File: config.mk
export PLATFORM = sky130hd
export DESIGN_NAME = accum_seq_flat
export DESIGN_NICKNAME = d
export VERILOG_FILES = /design/src/rtl/accum_if.sv /design/src/rtl/accum_seq.sv /design/src/flat_wrapper.sv
export SDC_FILE = /design/constraint.sdc
export NUM_CORES = 1
export LEC_CHECK = 0
export BUFFER_PORTS_ARGS = -buffer_cell sky130_fd_sc_hd__buf_4
export CORE_ASPECT_RATIO = 1.75
export CORE_MARGIN = 10
export CORE_UTILIZATION = 59
export DETAILED_ROUTE_END_ITERATION = 16
export MAX_ROUTING_LAYER = met4
export PLACE_DENSITY = 0.91
export SETUP_SLACK_MARGIN = 0.2
export SYNTH_ARGS = -nofsm -noshare
export SYNTH_HDL_FRONTEND = slang
export SYNTH_SLANG_ARGS = --single-unit
File: constraint.sdc
create_clock -name clk -period 3.5 [get_ports clk]
set_input_delay 0.175 -clock clk [delete_from_list [all_inputs] [get_ports clk]]
set_output_delay 0.175 -clock clk [all_outputs]
set_load 0.03 [all_outputs]
File: src/rtl/accum_if.sv
// Handshake bundle for accum_seq: command/operand stream in, result stream out.
// master drives operands and takes results; slave is the accumulator.
interface accum_if #(
   parameter int dw = 8,
   parameter int cw = 4
);
   logic          start;
   logic [cw-1:0] count;
   logic          in_valid;
   logic          in_ready;
   logic [dw-1:0] in_data;
   logic          add_sub;
   logic          out_valid;
   logic          out_ready;
   logic [dw-1:0] out_sum;
   logic          out_ovf;
   logic          busy;

   modport master (
      output start, count, in_valid, in_data, add_sub, out_ready,
      input  in_ready, out_valid, out_sum, out_ovf, busy
   );

   modport slave (
      input  start, count, in_valid, in_data, add_sub, out_ready,
      output in_ready, out_valid, out_sum, out_ovf, busy
   );
endinterface

File: src/rtl/accum_seq.sv
// Sequenced signed accumulator: start latches an operand count, each accepted
// operand is added or subtracted, and the result is held until taken downstream.
module accum_seq #(
   parameter int dw = 8,
   parameter int cw = 4
) (
   input  logic    clk,
   input  logic    rst_n,
   accum_if.slave  bus
);

   typedef enum logic [1:0] {
      IDLE = 2'd0,
      ACC  = 2'd1,
      HOLD = 2'd2
   } state_t;

   state_t        state_reg, state_next;
   logic [dw-1:0] acc_reg, acc_next;
   logic          ovf_reg, ovf_next;
   logic [cw-1:0] rem_reg, rem_next;

   logic [dw-1:0] sum_add;
   logic [dw-1:0] sum_sub;
   logic          ovf_add;
   logic          ovf_sub;
   logic          accept;

   assign sum_add = acc_reg + bus.in_data;
   assign sum_sub = acc_reg - bus.in_data;

   // Signed overflow judged from the sign bits of the old accumulator, the
   // operand and the truncated result.
   assign ovf_add = (acc_reg[dw-1] == bus.in_data[dw-1]) && (sum_add[dw-1] != acc_reg[dw-1]);
   assign ovf_sub = (acc_reg[dw-1] != bus.in_data[dw-1]) && (sum_sub[dw-1] != acc_reg[dw-1]);

   // Handshake outputs decode only registered state, so in_valid/out_ready
   // never reach in_ready/out_valid combinationally.
   assign bus.in_ready  = (state_reg == ACC);
   assign bus.out_valid = (state_reg == HOLD);
   assign bus.busy      = (state_reg != IDLE);
   assign bus.out_sum   = acc_reg;
   assign bus.out_ovf   = ovf_reg;

   assign accept = bus.in_valid && (state_reg == ACC);

   always_ff @(posedge clk) begin
      if (!rst_n) begin
         state_reg <= IDLE;
         acc_reg   <= '0;
         ovf_reg   <= 1'b0;
         rem_reg   <= '0;
      end else begin
         state_reg <= state_next;
         acc_reg   <= acc_next;
         ovf_reg   <= ovf_next;
         rem_reg   <= rem_next;
      end
   end

   always_comb begin
      state_next = state_reg;
      acc_next   = acc_reg;
      ovf_next   = ovf_reg;
      rem_next   = rem_reg;

      case (state_reg)
         IDLE: begin
            if (bus.start) begin
               acc_next   = '0;
               ovf_next   = 1'b0;
               rem_next   = bus.count;
               state_next = (bus.count != '0) ? ACC : HOLD;
            end
         end

         ACC: begin
            if (accept) begin
               if (bus.add_sub) begin
                  acc_next = sum_add;
                  ovf_next = ovf_reg | ovf_add;
               end else begin
                  acc_next = sum_sub;
                  ovf_next = ovf_reg | ovf_sub;
               end
               rem_next = rem_reg - cw'(1);
               if (rem_reg == cw'(1)) begin
                  state_next = HOLD;
               end
            end
         end

         HOLD: begin
            // start arriving with the handshake is dropped; IDLE sees it next cycle
            if (bus.out_ready) begin
               state_next = IDLE;
            end
         end

         default: begin
            state_next = IDLE;
         end
      endcase
   end

endmodule

File: src/flat_wrapper.sv
// flat-port wrapper written by rule: the top's interface ports become plain ports
module accum_seq_flat 
#(
   parameter int dw = 8,
   parameter int cw = 4
)
  (clk, rst_n, bus_start, bus_count, bus_in_valid, bus_in_data, bus_add_sub, bus_out_ready, bus_in_ready, bus_out_valid, bus_out_sum, bus_out_ovf, bus_busy);
  accum_if #(.dw(dw), .cw(cw)) bus_i ();
  input  logic clk;
  input  logic rst_n;
  input wire logic [$bits(bus_i.start)-1:0] bus_start;
  input wire logic [$bits(bus_i.count)-1:0] bus_count;
  input wire logic [$bits(bus_i.in_valid)-1:0] bus_in_valid;
  input wire logic [$bits(bus_i.in_data)-1:0] bus_in_data;
  input wire logic [$bits(bus_i.add_sub)-1:0] bus_add_sub;
  input wire logic [$bits(bus_i.out_ready)-1:0] bus_out_ready;
  output wire logic [$bits(bus_i.in_ready)-1:0] bus_in_ready;
  output wire logic [$bits(bus_i.out_valid)-1:0] bus_out_valid;
  output wire logic [$bits(bus_i.out_sum)-1:0] bus_out_sum;
  output wire logic [$bits(bus_i.out_ovf)-1:0] bus_out_ovf;
  output wire logic [$bits(bus_i.busy)-1:0] bus_busy;
  assign bus_i.start = bus_start;
  assign bus_i.count = bus_count;
  assign bus_i.in_valid = bus_in_valid;
  assign bus_i.in_data = bus_in_data;
  assign bus_i.add_sub = bus_add_sub;
  assign bus_i.out_ready = bus_out_ready;
  assign bus_in_ready = bus_i.in_ready;
  assign bus_out_valid = bus_i.out_valid;
  assign bus_out_sum = bus_i.out_sum;
  assign bus_out_ovf = bus_i.out_ovf;
  assign bus_busy = bus_i.busy;
  accum_seq #(.dw(dw), .cw(cw)) u_core (.clk(clk), .rst_n(rst_n), .bus(bus_i));
endmodule
**After elaboration in Yosys (flattened, before gate mapping)**

Index checks and enable logic that the tools add are counted.

- Add/sub/neg operators: 3
- Eq/ne operators: 11
- Muxes and demuxes: 17
- Bitwise gates (word level): 2
- Reduce and logical (&&, ||, !) cells: 9

Operators with widths:

| operator | number |
|---|---|
| two-way mux 8 bit | 3 |
| one-hot mux 8 bit (2 select lines) | 1 |
| two-way mux 2 bit | 5 |
| adder 8 bit | 1 |
| two-way mux 4 bit | 2 |
| one-hot mux 4 bit (2 select lines) | 1 |
| subtractor 8 bit | 1 |
| one-hot mux 2 bit (3 select lines) | 1 |
| == test 4 x 1 -> 1 bit (second input constant) | 1 |
| != test 2 x 1 -> 1 bit (second input constant) | 2 |
| != test 2 bit (second input constant) | 2 |
| AND reduction 4 bit | 1 |
| nonzero test 2 bit | 2 |
| nonzero test 4 bit | 1 |
| subtractor 4 x 1 -> 4 bit (second input constant) | 1 |
| logical AND 1 bit | 3 |
| two-way mux 1 bit | 3 |
| != test 1 bit | 3 |
| AND reduction 3 bit | 1 |
| == test 2 x 1 -> 1 bit (second input constant) | 1 |
| == test 2 bit (second input constant) | 1 |
| zero test 2 bit | 1 |
| OR 1 bit | 2 |
| one-hot mux 1 bit (2 select lines) | 1 |
| == test 1 bit | 1 |

- Register bits: 15
- Output and inout port bits: 12

**Longest topological paths before layout**

- Word-level depth: 7
- Depth in mapped cells: 9
- Gate-level depth less buffers: 9

**Least setup slack after synthesis**

No wires, ideal clock.

- Path type: register -> register
- Start: register u_core.acc_reg[1] (netlist: u_core.bus.out_sum[1])
- End: register u_core.acc_reg[7] (netlist: u_core.bus.out_sum[7])
- Setup time: 0.122 ns
- Data arrival time: 2.115 ns
- Data required time: 3.378 ns
- Path slack: 1.263 ns
- Cell stages (with the launch flop): 8
- Path buffers: 0
- Clock period less this slack: 2.237 ns
- Cells stage by stage: dfxtp_1 -> ha_1 -> nor2b_4 -> o31a_4 -> o21ai_4 -> mux2i_4 -> mux2_4 -> a221o_1

- Longest elaborated chain between the ends: 4
- Elaborated cells between the ends (all ways): 5
- Those cells by class: add/sub: 2; mux: 3

RTL lines:

| what | RTL line | text |
|---|---|---|
| start, declared | accum_seq.sv:19 | `logic [dw-1:0] acc_reg, acc_next;` |
| start signal, assigned | accum_seq.sv:55 | `acc_reg <= acc_next;` |
| subtractor 8 bit / adder 8 bit (equally long branches) | accum_seq.sv:30, accum_seq.sv:29 |  |
| two-way mux 8 bit * | accum_seq.sv:79 | `if (bus.add_sub) begin` |
| two-way mux 8 bit * | accum_seq.sv:78 | `if (accept) begin` |
| one-hot mux 8 bit (2 select lines) * | accum_seq.sv:67 | `case (state_reg)` |

Every way passes the cells marked *; elsewhere a longest branch is shown, timed or not. The select of a mux whose other input is x is not followed.
A chain may end at the register's enable or synchronous reset.

**Worst setup path after layout**

- Start: register u_core.acc_reg[4] (netlist: u_core.bus.out_sum[4])
- End: register u_core.acc_reg[7] (netlist: u_core.bus.out_sum[7])

Same word-level chain as after synthesis.

==> flow_summary.yaml <==
routing:
  met2_length_um: 2000
  drt-wirelength-per-cell_um: 16.1
  routed_wirelength_um: 3730
  antenna_left: 0
  route.detailed.drc: 0
  wl_met1_um: 1470
  wl_met3_um: 148
  highest_metal_layer_with_signal_wires: "met4"
  viasPerCell: 6.00
  drt_iter0_drc: 43
  vias: 1386
  detailedRoute.firstPassIterationCount: 4
power:
  vdd.ir_drop.worst_uv: 322
  power.density_cell_area_nw_per_um2: 334
  power_leakage_nw: 0.796
  totalPowerFinal_w: 0.000566
finish:
  area_growth_from_synthesis_to_final_layout_pct: 17.8
  largest_register_ffs: 8
  layout-drive-gt1-share_pct: 21.4
  fillerInstances: 187
  antennaDiodeCount: 0
  design.final.nets: 243
global_routing:
  grt_usage_pct: 15.7
  wire_length_of_the_first_global_routing_pass_um: 6280
  grt_overflow: 0
  largest_net_degree_at_the_start_of_global_routing: 18
  grt_pass1_vias: 1476
  antenna_found_initial: 0
critical_path:
  setup_crit_end_kind: "register"
  timing.critical_path.slowest_stage_cell: "ha_1"
  worstPathCellList: "ha_1, inv_1, a221oi_2, a31oi_4, mux2i_4, mux2_4, a221o_1"
  criticalPathCategory: "reg2reg"
  worst-endpoint-required_ns: 3.65
  reg2reg_setup_slack_ns: 1.22
  critical_path.top_delay_family: "compound AO/OA/AOI/OAI gates"
  cp_num_buf_inv: 1
  cp_data_arrival_time_ns: 2.44
  timing.critical_path.slowest_cell_delay_ns: 0.47
  worst_setup_path_start_kind: "register"
  cp_max_fo: 7
floorplan:
  initial_core_utilization_pct: 62.4
  io-pin-count: 30
  die_w_um: 57.3
  core_area_um2: 2300
  design.die.area_um2: 4890
  die-height_um: 85.3
  row_count: 23
logic_synthesis:
  synthesis.yosys.warnings: 0
  syn_avg_cell_area_um2: 7.99
  synth.ff_latch_count: 15
  synth_area_leaders: "dfxtp_1, ha_1, a21oi_1"
  synthesis.instances: 180
  syn-cell-area_um2: 1440
  synth_cell_type_count: 52
  synth.net_count: 216
  yosysSeqAreaShare_pct: 20.9
  yosys.area.top_type_share_pct: 20.9
  synth_largest_area_cell: "dfxtp_1"
worst_hold_path:
  timing.hold.worst.class: "in2reg"
clock_tree:
  max-clock-path-buffers: 2
  cts_repair_resize_count: 0
  holdBufCountCts: 0
  cts_num_sinks: 15
  clkLatencyLatePin_ns: 0.26
  clock-root-buffer: "clkbuf_8"
  cts.htree.levels: 1
  cts_tree: "yes"
  clkSlewWorstSetupHoldPaths_ns: 0.07
  cts_buffers: 3
  post-cts-setup-buffer-count: 0
sta:
  fmaxAchievable_mhz: 438
  slew_headroom_pct: 72.0
  period_minus_slack_ns: 2.28
  max_slew.worst_pin.slew_ns: 0.417
  finClkSkew_ns: 0.00628
  setup_viol: 0
  fin_setup_tns_ns: 0
  finalHoldViolations: 0
  min_period_over_period_pct: 65.2
  finalMaxSlewViolations: 0
  rsz0062_at_grt: "no"
place:
  gp_congestion: 0.873
  hpwl_um: 2910
  portBuffers: 29
run:
  max_cap_violations: 0
outcome:
  outcome: "finished, final reports clean"
==> worst reg2reg max path, cell delays in order, from the launching register on <==
cell and delay [ns]:
dfxtp_1 0.34, ha_1 0.47, inv_1 0.10, a221oi_2 0.36
a31oi_4 0.16, mux2i_4 0.19, mux2_4 0.31, a221o_1 0.25
==> per-stage QoR <==
stage	hold WS, ns	std cells	util (%)	area (µm²)	worst slack, ns
CTS	0.225	231	73.6	1690	1.23
global route	0.236	231	73.6	1690	1.13
global placement	0.467	227	71.6	1650	1.30
floorplan	0.356	180	-	1440	1.26
detailed placement	0.479	227	71.6	1650	1.23
finish	0.220	231	73.6	1690	1.22
==> power breakdown <==
group / total (W) / switching, W / internal [W]
Combinational: 0.000214 / 0.000123 / 0.0000911
Sequential: 0.000202 / 0.0000170 / 0.000185
Clock: 0.000150 / 0.0000713 / 0.0000792
==> final cells by class <==
class / count / area [µm²] / share of cell area [%]
Timing Repair Buffer: 29 / 218 / 12.9
Multi-Input combinational cell: 140 / 1030 / 60.9
Tap cell: 25 / 31.3 / 1.85
Clock inverter: 1 / 5.00 / 0.295
Inverter: 18 / 67.6 / 3.99
Sequential cell: 15 / 300 / 17.7
Clock buffer: 3 / 41.3 / 2.44
==> final timing paths <==
check	from	end	cells past startpoint
setup / recovery	u_core.bus.out_sum[4]	u_core.bus.out_sum[7]	7
hold / removal	rst_n	u_core.bus.out_sum[0]	2
setup reg to reg	u_core.bus.out_sum[4]	u_core.bus.out_sum[7]	7
hold reg to reg	u_core.bus.out_sum[3]	u_core.bus.out_sum[3]	2
==> kinds of logic (layout without fill, tap and decap cells) <==
| group | Yosys count | in the layout | synth area share, % |
|---|---|---|---|
| mux | 3 | 3 | 3.31 |
| simple gates | 63 | 63 | 23.6 |
| flops | 15 | 15 | 20.9 |
| compound gates | 50 | 50 | 24.5 |
| fa+ha+maj | 18 | 18 | 16.7 |
| buf+inv | 25 | 51 | 7.40 |
| xor+xnor | 6 | 6 | 3.66 |
==> cells in the mapped netlist (all sizes together) <==
cell type and instances:
and2 4, nand2 15, nor4 1, and3b 1
or4 1, buf 4, a31oi 4, o2bb2ai 1
a21oi 14, nor2b 7, xnor2 5, nor3 4
a211oi 1, nand4b 1, dfxtp 15, nand3 1
ha 16, mux2 1, a21o 1, nor4b 1
a21boi 1, inv 18, o21ai 16, o211a 1
a22oi 2, nor2 16, fa 2, a221o 1
o311ai 1, nor3b 3, o21bai 1, or2 1
and2b 1, xor2 1, clkbuf 3, o31a 1
nand2b 6, mux2i 2, a221oi 1, o211ai 3
o21a 1
==> metal layers <==
metal	vias up	track usage [%]
li1	667	-
met1	656	13.9
met2	51	29.7
met3	12	2.69
met4	0	8.80
met5	-	-
==> placed cells by master, fill, tap and decap left out, types with 2 or more instances in the layout <==
master and n:
nor2b_1 6, o21ai_1 4, and2_1 4, xnor2_1 5
nor3b_1 3, nand2b_1 6, clkbuf_8 3, dfxtp_1 15
a22oi_1 2, buf_4 29, o21ai_0 11, a21oi_1 14
o211ai_1 2, inv_1 17, a31oi_1 3, ha_1 16
nor2_1 15, nor3_1 4, fa_1 2, nand2_1 15
(Power assumes the default switching activity.)
